## config.mk

```make
export PLATFORM = sky130hd
export DESIGN_NAME = life_array_reader
export DESIGN_NICKNAME = d
export VERILOG_FILES = /design/src/rtl/life_array_reader.sv
export SDC_FILE = /design/constraint.sdc
export NUM_CORES = 1
export LEC_CHECK = 0
export ABC_CLOCK_PERIOD_IN_PS = 4360
export BUFFER_PORTS_ARGS = -buffer_cell sky130_fd_sc_hd__buf_4
export CAP_MARGIN = 20
export CORE_UTILIZATION = 52
export DETAILED_ROUTE_END_ITERATION = 6
export GPL_TIMING_DRIVEN = 0
export PLACE_DENSITY = 0.78
export SYNTH_ARGS = -nofsm -noshare
export SYNTH_HDL_FRONTEND = slang
export SYNTH_SLANG_ARGS = --single-unit
```

## constraint.sdc

```tcl
create_clock -name clk -period 4.36 [get_ports clk]
set_clock_uncertainty 0.1 [all_clocks]
set_input_delay 0.872 -clock clk [delete_from_list [all_inputs] [get_ports clk]]
set_output_delay 0.872 -clock clk [all_outputs]
set_load 0.02 [all_outputs]
```

## src/rtl/life_array_reader.sv

```systemverilog
// Frame readout engine for the 4x4 life array: snapshots alive/alive_prev on start,
// then streams one 4-bit row per valid/ready transfer and reports frame statistics.
module life_array_reader #(
    parameter int GEN_W      = 16,
    parameter int SKIP_EMPTY = 0
) (
    input  logic             clk,
    input  logic             reset,
    input  logic             start,
    input  logic [15:0]      alive,
    input  logic [15:0]      alive_prev,
    output logic [3:0]       row_data,
    output logic [1:0]       row_idx,
    output logic             row_valid,
    input  logic             row_ready,
    output logic             row_first,
    output logic             row_last,
    output logic             busy,
    output logic             done,
    output logic             changed,
    output logic [4:0]       alive_count,
    output logic [GEN_W-1:0] gen_count,
    output logic [1:0]       dbg_state_o
);

    // Row handshake: a row moves at a rising edge where row_valid && row_ready;
    // while row_ready is low the presented row (data, idx, first, last) is held.

    typedef enum logic [1:0] {
        S_IDLE = 2'd0,
        S_SEND = 2'd1,
        S_DONE = 2'd2
    } state_t;

    state_t           state_q, state_d;
    logic [15:0]      snap_q, snap_d;
    logic [15:0]      snap_prev_q, snap_prev_d;
    logic [1:0]       row_idx_q, row_idx_d;
    logic             row_valid_q, row_valid_d;
    logic             busy_q, busy_d;
    logic             done_q, done_d;
    logic             changed_q, changed_d;
    logic [4:0]       count_q, count_d;
    logic [GEN_W-1:0] gen_q, gen_d;

    function automatic logic [4:0] popcount(input logic [15:0] v);
        logic [4:0] c;
        c = 5'd0;
        for (int i = 0; i < 16; i++) begin
            c = c + {4'd0, v[i]};
        end
        return c;
    endfunction

    always_comb begin
        state_d     = state_q;
        snap_d      = snap_q;
        snap_prev_d = snap_prev_q;
        row_idx_d   = row_idx_q;
        row_valid_d = row_valid_q;
        busy_d      = busy_q;
        done_d      = 1'b0;
        changed_d   = changed_q;
        count_d     = count_q;
        gen_d       = gen_q;
        case (state_q)
            S_IDLE: begin
                if (start) begin
                    snap_d      = alive;
                    snap_prev_d = alive_prev;
                    changed_d   = (alive != alive_prev);
                    count_d     = popcount(alive);
                    row_idx_d   = 2'd0;
                    busy_d      = 1'b1;
                    if (SKIP_EMPTY != 0 && alive == 16'd0) begin
                        state_d = S_DONE;
                        done_d  = 1'b1;
                        gen_d   = gen_q + GEN_W'(1);
                    end else begin
                        state_d     = S_SEND;
                        row_valid_d = 1'b1;
                    end
                end
            end
            S_SEND: begin
                if (row_ready) begin
                    if (row_idx_q == 2'd3) begin
                        state_d     = S_DONE;
                        row_valid_d = 1'b0;
                        done_d      = 1'b1;
                        gen_d       = gen_q + GEN_W'(1);
                    end else begin
                        row_idx_d = row_idx_q + 2'd1;
                    end
                end
            end
            S_DONE: begin
                state_d = S_IDLE;
                busy_d  = 1'b0;
            end
            default: begin
                state_d     = S_IDLE;
                row_valid_d = 1'b0;
                busy_d      = 1'b0;
            end
        endcase
    end

    always_ff @(posedge clk) begin
        if (reset) begin
            state_q     <= S_IDLE;
            snap_q      <= 16'd0;
            snap_prev_q <= 16'd0;
            row_idx_q   <= 2'd0;
            row_valid_q <= 1'b0;
            busy_q      <= 1'b0;
            done_q      <= 1'b0;
            changed_q   <= 1'b0;
            count_q     <= 5'd0;
            gen_q       <= '0;
        end else begin
            state_q     <= state_d;
            snap_q      <= snap_d;
            snap_prev_q <= snap_prev_d;
            row_idx_q   <= row_idx_d;
            row_valid_q <= row_valid_d;
            busy_q      <= busy_d;
            done_q      <= done_d;
            changed_q   <= changed_d;
            count_q     <= count_d;
            gen_q       <= gen_d;
        end
    end

    // Payload always comes from the captured snapshot, never from the live array.
    assign row_data    = snap_q[{row_idx_q, 2'b00} +: 4];
    assign row_idx     = row_idx_q;
    assign row_valid   = row_valid_q;
    assign row_first   = row_valid_q && (row_idx_q == 2'd0);
    assign row_last    = row_valid_q && (row_idx_q == 2'd3);
    assign busy        = busy_q;
    assign done        = done_q;
    assign changed     = changed_q;
    assign alive_count = count_q;
    assign gen_count   = gen_q;
    assign dbg_state_o = state_q;

endmodule

```

# --- Word level (Yosys, flattened, before mapping) ---
# Index checks and enable logic that the tools add are counted.
word_totals:
  ff_bits: 45
  latchBits: 0
  ramBits: 0
  rom_bits: 0
  in_bits: 36
  memories: 0
op_classes:
  addsub: 17
  multipliers: 0
  div_mod_pow: 0
  order_cmp: 0
  eq_ne: 8
  shifts: 1
  n_mux: 14
  n_bitwise: 3
  reduce_logical: 12
ops:
  columns: ["operator", "n"]
  rows:
  - ["5-bit by 1-bit adder with 5-bit output", 11]
  - ["16-bit by 1-bit adder with 16-bit output, second input constant", 1]
  - ["16-bit != test", 1]
  - ["16-bit by 5-bit variable part select with 4-bit output", 1]
  - ["2-bit 2-to-1 mux", 6]
  - ["2-bit != test, second input constant", 4]
  - ["2-bit case mux with 2 select lines", 2]
  - ["4-bit AND reduction", 2]
  - ["3-bit AND reduction", 2]
  - ["4-bit by 1-bit adder with 5-bit output", 1]
  - ["3-bit by 1-bit adder with 4-bit output", 1]
  - ["2-bit equality test, second input constant", 2]
  - ["2-bit logical NOT", 2]
  - ["1-bit 2-to-1 mux", 4]
  - ["2-bit AND reduction", 2]
  - ["2-bit by 1-bit adder with 3-bit output", 1]
  - ["1-bit NOT", 3]
  - ["1-bit case mux with 3 select lines", 1]
  - ["3-bit OR reduction", 1]
  - ["1-bit by 1-bit adder with 2-bit output", 1]
  - ["2-bit by 1-bit adder with 2-bit output, second input constant", 1]
  - ["2-bit by 1-bit equality test with 1-bit output, second input constant", 1]
  - ["1-bit logical AND", 2]
  - ["1-bit case mux with 2 select lines", 1]
  - ["2-bit nonzero test", 1]

# --- Depth between registers and ports, before layout ---
# Gate-level depths: netlist of the first run.
depth:
  ltp_word: 15
  mapped_depth: 13
  ltp_nobuf: 13

# --- Worst setup path before layout of the first run ---
# No wires, ideal clock.
synth_path:
  path_kind: "in2reg"
  from: "input port alive[0]"
  to: "register count_q[3] (netlist: alive_count[3])"
  arrival_ns: 3.740
  t_required_ns: 4.131
  path_slack_ns: 0.391
  stages: 11
  cell_sequence: "inv_1 fa_1 fa_1 fa_1 fa_1 inv_1 ha_1 a21o_1 a21oi_1 xor2_1 o31ai_1"
synth_via:
  elab_chain_len: 15
synth_lines:
  columns: ["item", "line", "source"]
  rows:
  - ["start, declared", "10", "input logic [15:0] alive,"]
  - ["1-bit by 1-bit adder with 2-bit output", "50", "c = c + {4'd0, v[i]};"]
  - ["2-bit by 1-bit adder with 3-bit output", "50", null]
  - ["3-bit by 1-bit adder with 4-bit output", "50", null]
  - ["4-bit by 1-bit adder with 5-bit output", "50", null]
  - ["5-bit by 1-bit adder with 5-bit output (11 in series)", "50", null]
  - ["end signal, assigned", "130", "count_q <= count_d;"]
  - ["end, declared", "43", "logic [4:0] count_q, count_d;"]
# Every way passes these cells.
# A chain may end at the register's enable or synchronous reset.

# --- Final worst setup path of the first run ---
layout_path:
  from: "input port alive[0]"
  to: "register count_q[2] (netlist: alive_count[2])"
# Same word-level chain as after synthesis.

==> results.md, run 1 <==
- Post-Syn Nets: between 300 and 400
- Sw frac: about a third
- Crit-path cells: buf_4 -> inv_1 -> fa_1 -> fa_1 -> fa_1 -> fa_1 -> inv_1 -> ha_1 -> inv_1 -> fa_1 -> xnor2_1 -> nand2_1 -> a21oi_1
- Port bufs: 69
- CP required: between 4 and 5 ns
- Final worst path period need: 4.035 ns
- Number of hold violations in the final report: 0
- First-pass GRT wire length: slightly below 10 mm
- Psw: between 0.0003 and 0.0004 W
- Setup TNS: 0 ns
- Status: finished, violations left
- Die area: between 5000 and 6000 um^2
- Total Routing Usage GR: 24.69%
- P per Cell Area: between 300 and 400 nW/um^2
- Die Y: around 70 um
- Clock tree buffer depth: 2
- Detailed Route WL: 5.536 mm
- Layout area overhead: 26.98%
- Critical Path End Type: flop
- Buffers plus inverters on the worst setup path: 4
- Yosys warning total: 0
- Register area: between 900 and 1000 um^2
- Rel. slew slack: about two thirds
- Insertion delay to the later sink of the worst-skew pair: around 0.3 ns
- Initial antenna violation count: 0
- XOR/XNOR Fraction of Synth Area: 9.109%
- Post-Syn Area: about 2500 um^2
- Routed len/inst: ~13 um
- TritonRoute pass-1 iters: 6
- Routability cong.: just under 0.9
- Post-synth EDFFs: 0
- Core ar.: 4474 um^2
- Crit-path most repeated cell: fa_1
- Setup ws final: 0.3250 ns
- Sequential area share after synthesis: 36.04%
- Worst reg2reg path endpoint: gen_count[12]
- Gates resized, CTS repair: 0
- Row cnt: 24
- Final setup violation count: 0
- Grt ovf: 0
- Crit Path Max Fanout: 3
- Total clock sinks: 45
- Hold Crit Start: snap_q[8]
- Highest-count cells in the layout ignoring fill and taps: buf_4 (70), nand2_1 (46), dfxtp_1 (45)
- Post-CTS Setup Bufs: 0
- Multi-input gate area: 1425 um^2
- Comb power frac: between 30% and 40%
- DRT antenna net count: 0
- FF-to-FF path depth: 6
- Flop pwr share: between 40% and 50%
- Post-synthesis adder-cell area fraction: 12.01%
- Max incr delay on CP: about 0.58 ns
- Vias in the first global route: 2203
- H-Tree Depth: 2
- Vias post-DR: roughly 2200
- Leakage: 1.382 nW
- Synth Area in Compound Gates: a little over a tenth
- Mean Syn Cell Area: 8.772 um^2
- Max Slew Vio Count: 0
- Hold worst-path end: snap_q[8]
- #FFs+latches synth: 45
- Commonest non-fill, non-tap cell in the layout: buf_4
- CTS tree: built
- Main combinational cell family by area after synthesis: simple AND/OR/NAND/NOR gates
- Hold-fix buffers at CTS: 0
- Ports: 71
- Initial core utilization: between 50% and 60%
- Mux contribution to synthesized area: 4.404%
- Worst slack, placed: about 0.0099 ns
- Die X: 71.34 um
- Reg2reg start: row_idx[1]
- Layout fillers: roughly 380
- Synth Instances: around 290
- Largest net degree at the start of global routing: 16
- Unrepaired setup endpoints after global routing: no
- Root Buffer: clkbuf_8
- Clock transition at the registers of the reported paths: approximately 0.090 ns
- Starting DRT DRC Count: 97
- DRC Markers: 2
- Reg2reg setup slack: about 2.1 ns
- Failing checks: DRC
- Maximum VDD drop: roughly 0.00029 V
- Commonest register cell after synthesis: dfxtp_1
- Min-Delay Path Class: flop to flop
- Max Cap Viol: 0
- DP Wirelength: ~4.5 mm
- Hold depth: 2
- Clock share of power: 24.7%
- Critical-path top delay cell: fa_1
- Cell family with most CP delay: adder cells
- Vias/cell: 5.251
- Fin nets: between 400 and 500
- Fraction of layout cells with a size suffix above 1: 23.76%
- Tightest Pin Transition: between 0.5 and 0.6 ns
- P_int: between 0.0007 and 0.0008 W
- Num CTS Buffers: 5
- Synth Area in Simple Gates: a little over a fifth
- Synth cell types: 39
- Kind of critical path: input pin to flop
- F_max: between 200 and 250 MHz
- N_diodes: 0
- Worst EP arrival: around 4.2 ns
- Ys async rst share: 0%
- CP Launch Type: input pin
- Period Utilization, post-route: 92.55%
[per-layer routing]
metal  share of wire (%)  vias up  global-route usage (%)
met5                   0        -                       0
met4                0.92        0                   6.222
met3                 4.5        5                   4.923
met2                  48       51                   41.48
met1                  47     1012                   32.76
li1                    -     1106                       -
[worst max path at each step]
| stage | start | end | depth (start not counted) |
|---|---|---|---|
| 2_1_floorplan | alive[0] | alive_count[3] | 11 |
| 3_3_place_gp | alive[0] | alive_count[2] | 13 |
| 3_5_place_dp | alive[0] | alive_count[2] | 13 |
| 4_1_cts | alive[0] | alive_count[4] | 13 |
| 5_1_grt | alive[0] | alive_count[2] | 13 |
| 6_report | alive[0] | alive_count[2] | 13 |
[worst min-delay path, cell delays in order, from the launching register on]
cell     delay [ns]
dfxtp_1        0.32
nand2_1        0.05
a21oi_1        0.05
[metrics by stage]
stage          util (%)  hold WS [ns]  total power [W]  instances  cell area (um^2)
4_1_cts           70.95        0.3590         0.001067        414              3174
2_1_floorplan         -        0.3331        0.0006854        285              2500
3_5_place_dp      68.90        0.3468        0.0008071        406              3083
5_1_grt           70.95        0.3762         0.001129        414              3174
6_report          70.95        0.3580         0.001054        414              3174
3_3_place_gp      68.90        0.3410        0.0007897        406              3083
[kinds of logic (layout without fill, tap and decap cells)]
family / count (synthesis) / after routing
flops: 45 / 45
mux: 6 / 6
fa+ha+maj: 18 / 18
simple gates: 101 / 101
compound gates: 46 / 46
xor+xnor: 26 / 26
buf+inv: 43 / 120
[area by class of cell]
type,count,share of cell area (%)
sequential,45,28.38
clock buffer,5,2.168
tap,52,2.050
timing repair buffer,69,16.32
clock inverter,3,0.7095
buffer,14,2.050
inverter,29,3.429
multi-input combinational,197,44.90
[cells in the mapped netlist (4+ instances only)]
library cell / instances / area (um^2)
dfxtp_1: 45 / 900.9
mux4_2: 4 / 90.09
or4_1: 6 / 45.04
fa_1: 10 / 200.2
o31ai_1: 7 / 52.55
nand2_1: 46 / 172.7
clkbuf_1: 11 / 41.29
xor2_1: 5 / 43.79
nand3_1: 4 / 20.02
ha_1: 8 / 100.1
nor2_1: 13 / 48.80
nand4_1: 8 / 50.05
inv_1: 29 / 108.9
xnor2_1: 21 / 183.9
a21oi_1: 31 / 155.2
[power by group through the flow]
stage          Combinational [W]  Sequential [W]  Clock (W)
3_5_place_dp            0.000348        0.000459          0
6_report                0.000345        0.000449   0.000260
2_1_floorplan           0.000210        0.000475          0
4_1_cts                 0.000350        0.000450   0.000267
3_3_place_gp            0.000332        0.000458          0
5_1_grt                 0.000390        0.000453   0.000285
[registers in the layout, indices dropped and copies added, names as in the netlist]
| signal | flops |
|---|---|
| row_idx | 2 |
| snap_q | 16 |
| done | 1 |
| changed | 1 |
| busy | 1 |
| dbg_state_o | 2 |
| alive_count | 5 |
| row_valid | 1 |
| gen_count | 16 |
Note: power is estimated with default switching activity, not from simulation.
==> inputs of run 2 (changes only) <==
Settings changed: CORE_MARGIN from default to 8.
==> run 2 against run 1 <==
  * Clock power grew 2%
  * Global-route usage shrank 6.9 points
  * First-iteration DRC count grew 13%
  * Highest routed layer unchanged
  * Via count grew 1.1%
  * Critical path depth is the same
  * Largest cell class unchanged
  * Core utilization shrank 3.3 points
  * Register-to-register slack lost 0.04 ns
  * The flow now finishes without violations
  * Sequential power is essentially flat
  * Die area grew 43%
  * Final cell count grew 0.48%
==> results.md, run 2 (synthesis gave the netlist of run 1 again) <==
- Status: complete, no violations
- CP required: 4.49 ns (about the same)
- Root Buffer: clkbuf_8
- Total Routing Usage GR: 17.75% (-6.9 points)
- Fraction of layout cells with a size suffix above 1: 23.76% (unchanged)
- Largest net degree at the start of global routing: 16 (unchanged)
- F_max: 251.7 MHz (+1.6%)
- Max Slew Vio Count: 0 (unchanged)
- Min-Delay Path Class: flop to flop
- Rel. slew slack: 62.90% (-2.2 points)
- Total clock sinks: 45 (unchanged)
- H-Tree Depth: 2 (unchanged)
- Gates resized, CTS repair: 0 (unchanged)
- Commonest non-fill, non-tap cell in the layout: buf_4
- Vias post-DR: 2199 (+1.1%)
- Detailed Route WL: 6.248 mm (+13%)
- Initial core utilization: 53.28% (-2.6 points)
- Die X: 85.34 um (+20%)
- Number of hold violations in the final report: 0 (unchanged)
- Unrepaired setup endpoints after global routing: no
- P_int: 0.0007135 W (about the same)
- Die Y: 85.34 um (+20%)
- CTS tree: built
- Leakage: 1.378 nW (-0.26%)
- Maximum VDD drop: 0.0002995 V (+4.6%)
- Die area: 7282 um^2 (+43%)
- Tightest Pin Transition: 0.5565 ns (+0.03349 ns)
- Crit Path Max Fanout: 3 (unchanged)
- Final instance area: 3176 um^2 (about the same)
- Layout area overhead: 27.03% (about the same)
- Row cnt: 25 (+4.2%)
- Flop pwr share: 42.4% (-0.2 points)
- Port bufs: 69 (unchanged)
- Max Cap Viol: 0 (unchanged)
- First-pass GRT wire length: 10.45 mm (+6.2%)
- Worst EP arrival: 4.11 ns (-0.06 ns)
- P per Cell Area: 334.2 nW/um^2 (+0.64%)
- Kind of critical path: input pin to flop
- CP Launch Type: input pin
- Period Utilization, post-route: 91.12% (-1.4 points)
- Critical Path End Type: flop
- Hold-fix buffers at CTS: 0 (unchanged)
- Comb power frac: 32.6% (about the same)
- DP Wirelength: 4.997 mm (+12%)
- Grt ovf: 0 (unchanged)
- Core ar.: 4692 um^2 (+4.9%)
- Vias/cell: 5.286 (+0.66%)
- Psw: 0.0003478 W (+2.1%)
- Sw frac: 32.77% (+0.45 points)
- Insertion delay to the later sink of the worst-skew pair: 0.30 ns (about the same)
- Setup TNS: 0 ns (unchanged)
- Fin nets: 415 (unchanged)
- N_diodes: 0 (unchanged)
- Routed len/inst: 15.02 um (+12%)
- Clock tree buffer depth: 2 (unchanged)
- Clock share of power: 25.1% (+0.4 points)
- TritonRoute pass-1 iters: 4 (-2)
- Clock transition at the registers of the reported paths: 0.09 ns (about the same)
- Initial antenna violation count: 0 (unchanged)
- Num CTS Buffers: 5 (unchanged)
- Fin Hold WS: 0.3594 ns (+0.001377 ns)
- Vias in the first global route: 2276 (+3.3%)
- Final setup violation count: 0 (unchanged)
- Routability cong.: 0.8651 (-2.2%)
- Final worst path period need: 3.973 ns (-0.06226 ns)
- Post-CTS Setup Bufs: 0 (unchanged)
- DRC Markers: 0 (-2)
- DRT antenna net count: 0 (unchanged)
- Starting DRT DRC Count: 110 (+13%)
- Highest-count cells in the layout ignoring fill and taps: buf_4 (70), nand2_1 (46), dfxtp_1 (45)
- Area after DPL: 3085 um^2 (about the same)
- Ports: 71 (unchanged)
[run 2: area by class of cell]
cell class / count / area, um^2
fill: 411 / 1516
multi-input combinational: 197 / 1425
sequential: 45 / 900.9
timing repair buffer: 69 / 518.0
inverter: 29 / 108.9
clock buffer: 5 / 68.82
tap: 54 / 67.56
buffer: 14 / 65.06
clock inverter: 3 / 21.27
[run 2: critical path: stages]
cell	delay (ns)
buf_4	0.10
inv_1	0.05
fa_1	0.58
fa_1	0.46
fa_1	0.56
fa_1	0.43
inv_1	0.07
ha_1	0.16
inv_1	0.06
fa_1	0.39
xnor2_1	0.17
nand2_1	0.07
a21oi_1	0.15
[run 2: worst paths after layout]
kind / from / end / slack, ns / cells past startpoint
hold / removal: snap_q[11] / snap_q[11] / 0.36 / 2
setup reg to reg: row_idx[1] / gen_count[12] / 2.04 / 6
hold reg to reg: snap_q[11] / snap_q[11] / 0.36 / 2
setup / recovery: alive[0] / alive_count[2] / 0.39 / 13
[run 2: power groups by stage]
stage                     Combinational, W  Clock, W  Sequential (W)
after detailed placement          0.000343         0        0.000459
after CTS                         0.000349  0.000273        0.000450
after global routing              0.000391  0.000291        0.000453
after global placement            0.000332         0        0.000458
final                             0.000346  0.000266        0.000450
after floorplan                   0.000210         0        0.000475
[run 2: stage by stage]
stage               worst slack, ns  std cells  utilization, %  power (W)
CTS                          0.3824        416           67.68   0.001072
finish                       0.3873        416           67.68   0.001061
detailed placement          0.07139        408           65.76  0.0008018
global route                 0.2003        416           67.68   0.001135
floorplan                    0.3905        285               -  0.0006854
global placement             0.1079        408           65.76  0.0007903
[run 2: metal layers]
layer	global-route usage (%)	wire length, um
met5	0	0
met4	4.777	63
met3	4.344	267
met2	30.97	3140
met1	21.10	2776
==> inputs of run 3 (changes only) <==
Settings changed: CORE_UTILIZATION 52 to 50, PLACE_DENSITY 0.78 to 0.75.
==> run 3 against run 2 <==
  * Die area rose by 3.2%
  * Setup slack got worse by 0.0082 ns
  * Clock power fell by 2%
  * Global-route usage fell by 0.98 points
  * Critical endpoint unchanged
  * Sequential power barely moved
  * Sequential share of layout area fell by 0.14 points
  * Largest power group unchanged
  * Flip-flop and latch count did not move
  * Via count rose by 0.59%
==> results.md, run 3 (synthesis gave the netlist of run 1 again) <==
- Status: complete, no violations
- DRT antenna net count: 0 (unchanged)
- Critical-path top delay cell: fa_1
- Die X: 86.71 um (+1.6%)
- Final worst path period need: 3.981 ns (+0.008239 ns)
- Maximum VDD drop: 0.0002991 V (-0.13%)
- Fin nets: 415 (unchanged)
- P per Cell Area: 328.5 nW/um^2 (-1.7%)
- Ports: 71 (unchanged)
- Vias in the first global route: 2178 (-4.3%)
- CTS tree: built
- Core ar.: 4786 um^2 (+2.0%)
- Port bufs: 69 (unchanged)
- Layout area overhead: 27.68%
- F_max: 251.2 MHz (-0.21%)
- Total clock sinks: 45 (unchanged)
- Unrepaired setup endpoints after global routing: no
- Routed len/inst: 13.91 um (-7.4%)
- Non-filler instance count after layout: 429 (+3.1%)
- Gates resized, CTS repair: 0 (unchanged)
- Post-CTS Setup Bufs: 0 (unchanged)
- Power consumption: 0.001049 W (-1.2%)
- Initial core utilization: 52.24% (-1.0 points)
- Row cnt: 25 (unchanged)
- Crit-path most repeated cell: fa_1
- Grt ovf: 0 (unchanged)
- Worst EP arrival: 4.11 ns (about the same)
- Final setup violation count: 0 (unchanged)
- DP Wirelength: 4.792 mm (-4.1%)
- Fin Hold WS: 0.3567 ns (-0.002727 ns)
- Vias/cell: 5.156 (-2.5%)
- Max Slew Vio Count: 0 (unchanged)
- Buffers plus inverters on the worst setup path: 4 (unchanged)
- Max Cap Viol: 0 (unchanged)
- Kind of critical path: input pin to flop
- Insertion delay to the later sink of the worst-skew pair: 0.30 ns (about the same)
- DRC Markers: 0 (unchanged)
- Root Buffer: clkbuf_8
- Tightest Pin Transition: 0.5228 ns (-0.03369 ns)
- Starting DRT DRC Count: 182 (+65%)
- Commonest non-fill, non-tap cell in the layout: buf_4
- Critical Path End Type: flop
- Initial antenna violation count: 0 (unchanged)
- Number of hold violations in the final report: 0 (unchanged)
- Min-Delay Path Class: flop to flop
- Placed Instances: 421 (+3.2%)
- Num CTS Buffers: 5 (unchanged)
- Detailed Route WL: 5.966 mm (-4.5%)
- Fraction of layout cells with a size suffix above 1: 23.76% (unchanged)
- First-pass GRT wire length: 10.22 mm (-2.2%)
- Routability cong.: 0.8646 (about the same)
- H-Tree Depth: 2 (unchanged)
- Die Y: 86.71 um (+1.6%)
- Largest net degree at the start of global routing: 16 (unchanged)
- Leakage: 1.378 nW (unchanged)
- Cell family with most CP delay: adder cells
- CP Launch Type: input pin
- Total Routing Usage GR: 16.77% (-0.98 points)
- Rel. slew slack: 65.15% (+2.2 points)
- Period Utilization, post-route: 91.31% (+0.19 points)
- CP required: 4.49 ns (about the same)
- Clock transition at the registers of the reported paths: 0.08 ns (about the same)
- Worst slack, placed: 0.07168 ns (+0.0002820 ns)
- TritonRoute pass-1 iters: 4 (unchanged)
- Vias post-DR: 2212 (+0.59%)
- Crit-path cells: buf_4 -> inv_1 -> fa_1 -> fa_1 -> fa_1 -> fa_1 -> inv_1 -> ha_1 -> inv_1 -> fa_1 -> xnor2_1 -> nand2_1 -> a21oi_1
- Max incr delay on CP: 0.57 ns (about the same)
- Crit Path Max Fanout: 3 (unchanged)
- Highest-count cells in the layout ignoring fill and taps: buf_4 (70), nand2_1 (46), dfxtp_1 (45)
- Die area: 7519 um^2 (+3.2%)
- Clock tree buffer depth: 2 (unchanged)
- Setup ws final: 0.3791 ns (-0.008239 ns)
- Setup TNS: 0 ns (unchanged)
- N_diodes: 0 (unchanged)
- Hold-fix buffers at CTS: 0 (unchanged)
[run 3: cell counts in the layout (fill, tap and decap cells not counted)]
No cell type changed its count.
[run 3: tightest hold or removal path, cell delays in order (launching register included)]
cell     delay (ns)
dfxtp_1        0.32
nand2_1        0.05
a21oi_1        0.05
[run 3: routing by layer]
| metal | share of wire [%] | up-vias | global-route usage (%) | routed length, um |
|---|---|---|---|---|
| met5 | 0 | - | 0 | 0 |
| met4 | 0.97 | 0 | 4.851 | 58 |
| met3 | 6.1 | 8 | 3.970 | 363 |
| met2 | 48 | 64 | 27.01 | 2864 |
| met1 | 45 | 1036 | 21.63 | 2680 |
| li1 | - | 1104 | - | - |
[run 3: final timing paths]
kind                   start              to  slack, ns  depth (start not counted)
setup / recovery    alive[0]  alive_count[2]       0.38                         13
hold / removal     snap_q[2]       snap_q[2]       0.36                          2
setup reg to reg  row_idx[1]   gen_count[12]       2.06                          6
hold reg to reg    snap_q[2]       snap_q[2]       0.36                          2
[run 3: final cells by class]
class | instances | area [um^2]
Buffer | 14 | 65.06
Clock buffer | 5 | 68.82
Clock inverter | 3 | 21.27
Fill cell | 414 | 1594
Inverter | 29 | 108.9
Multi-Input combinational cell | 197 | 1425
Sequential cell | 45 | 900.9
Tap cell | 67 | 83.83
Timing Repair Buffer | 69 | 518.0
[run 3: per-stage QoR]
stage / area (um^2) / utilization, %
6_report: 3192 / 66.69
5_1_grt: 3192 / 66.69
4_1_cts: 3192 / 66.69
3_5_place_dp: 3102 / 64.81
3_3_place_gp: 3102 / 64.81
2_1_floorplan: 2500 / -
[run 3: power breakdown]
group          total, W  leakage [nW]  switching [W]  internal [W]
clock          0.000262        0.0445       0.000148      0.000114
combinational  0.000338         0.967       0.000176      0.000162
sequential     0.000449         0.367      0.0000137      0.000436
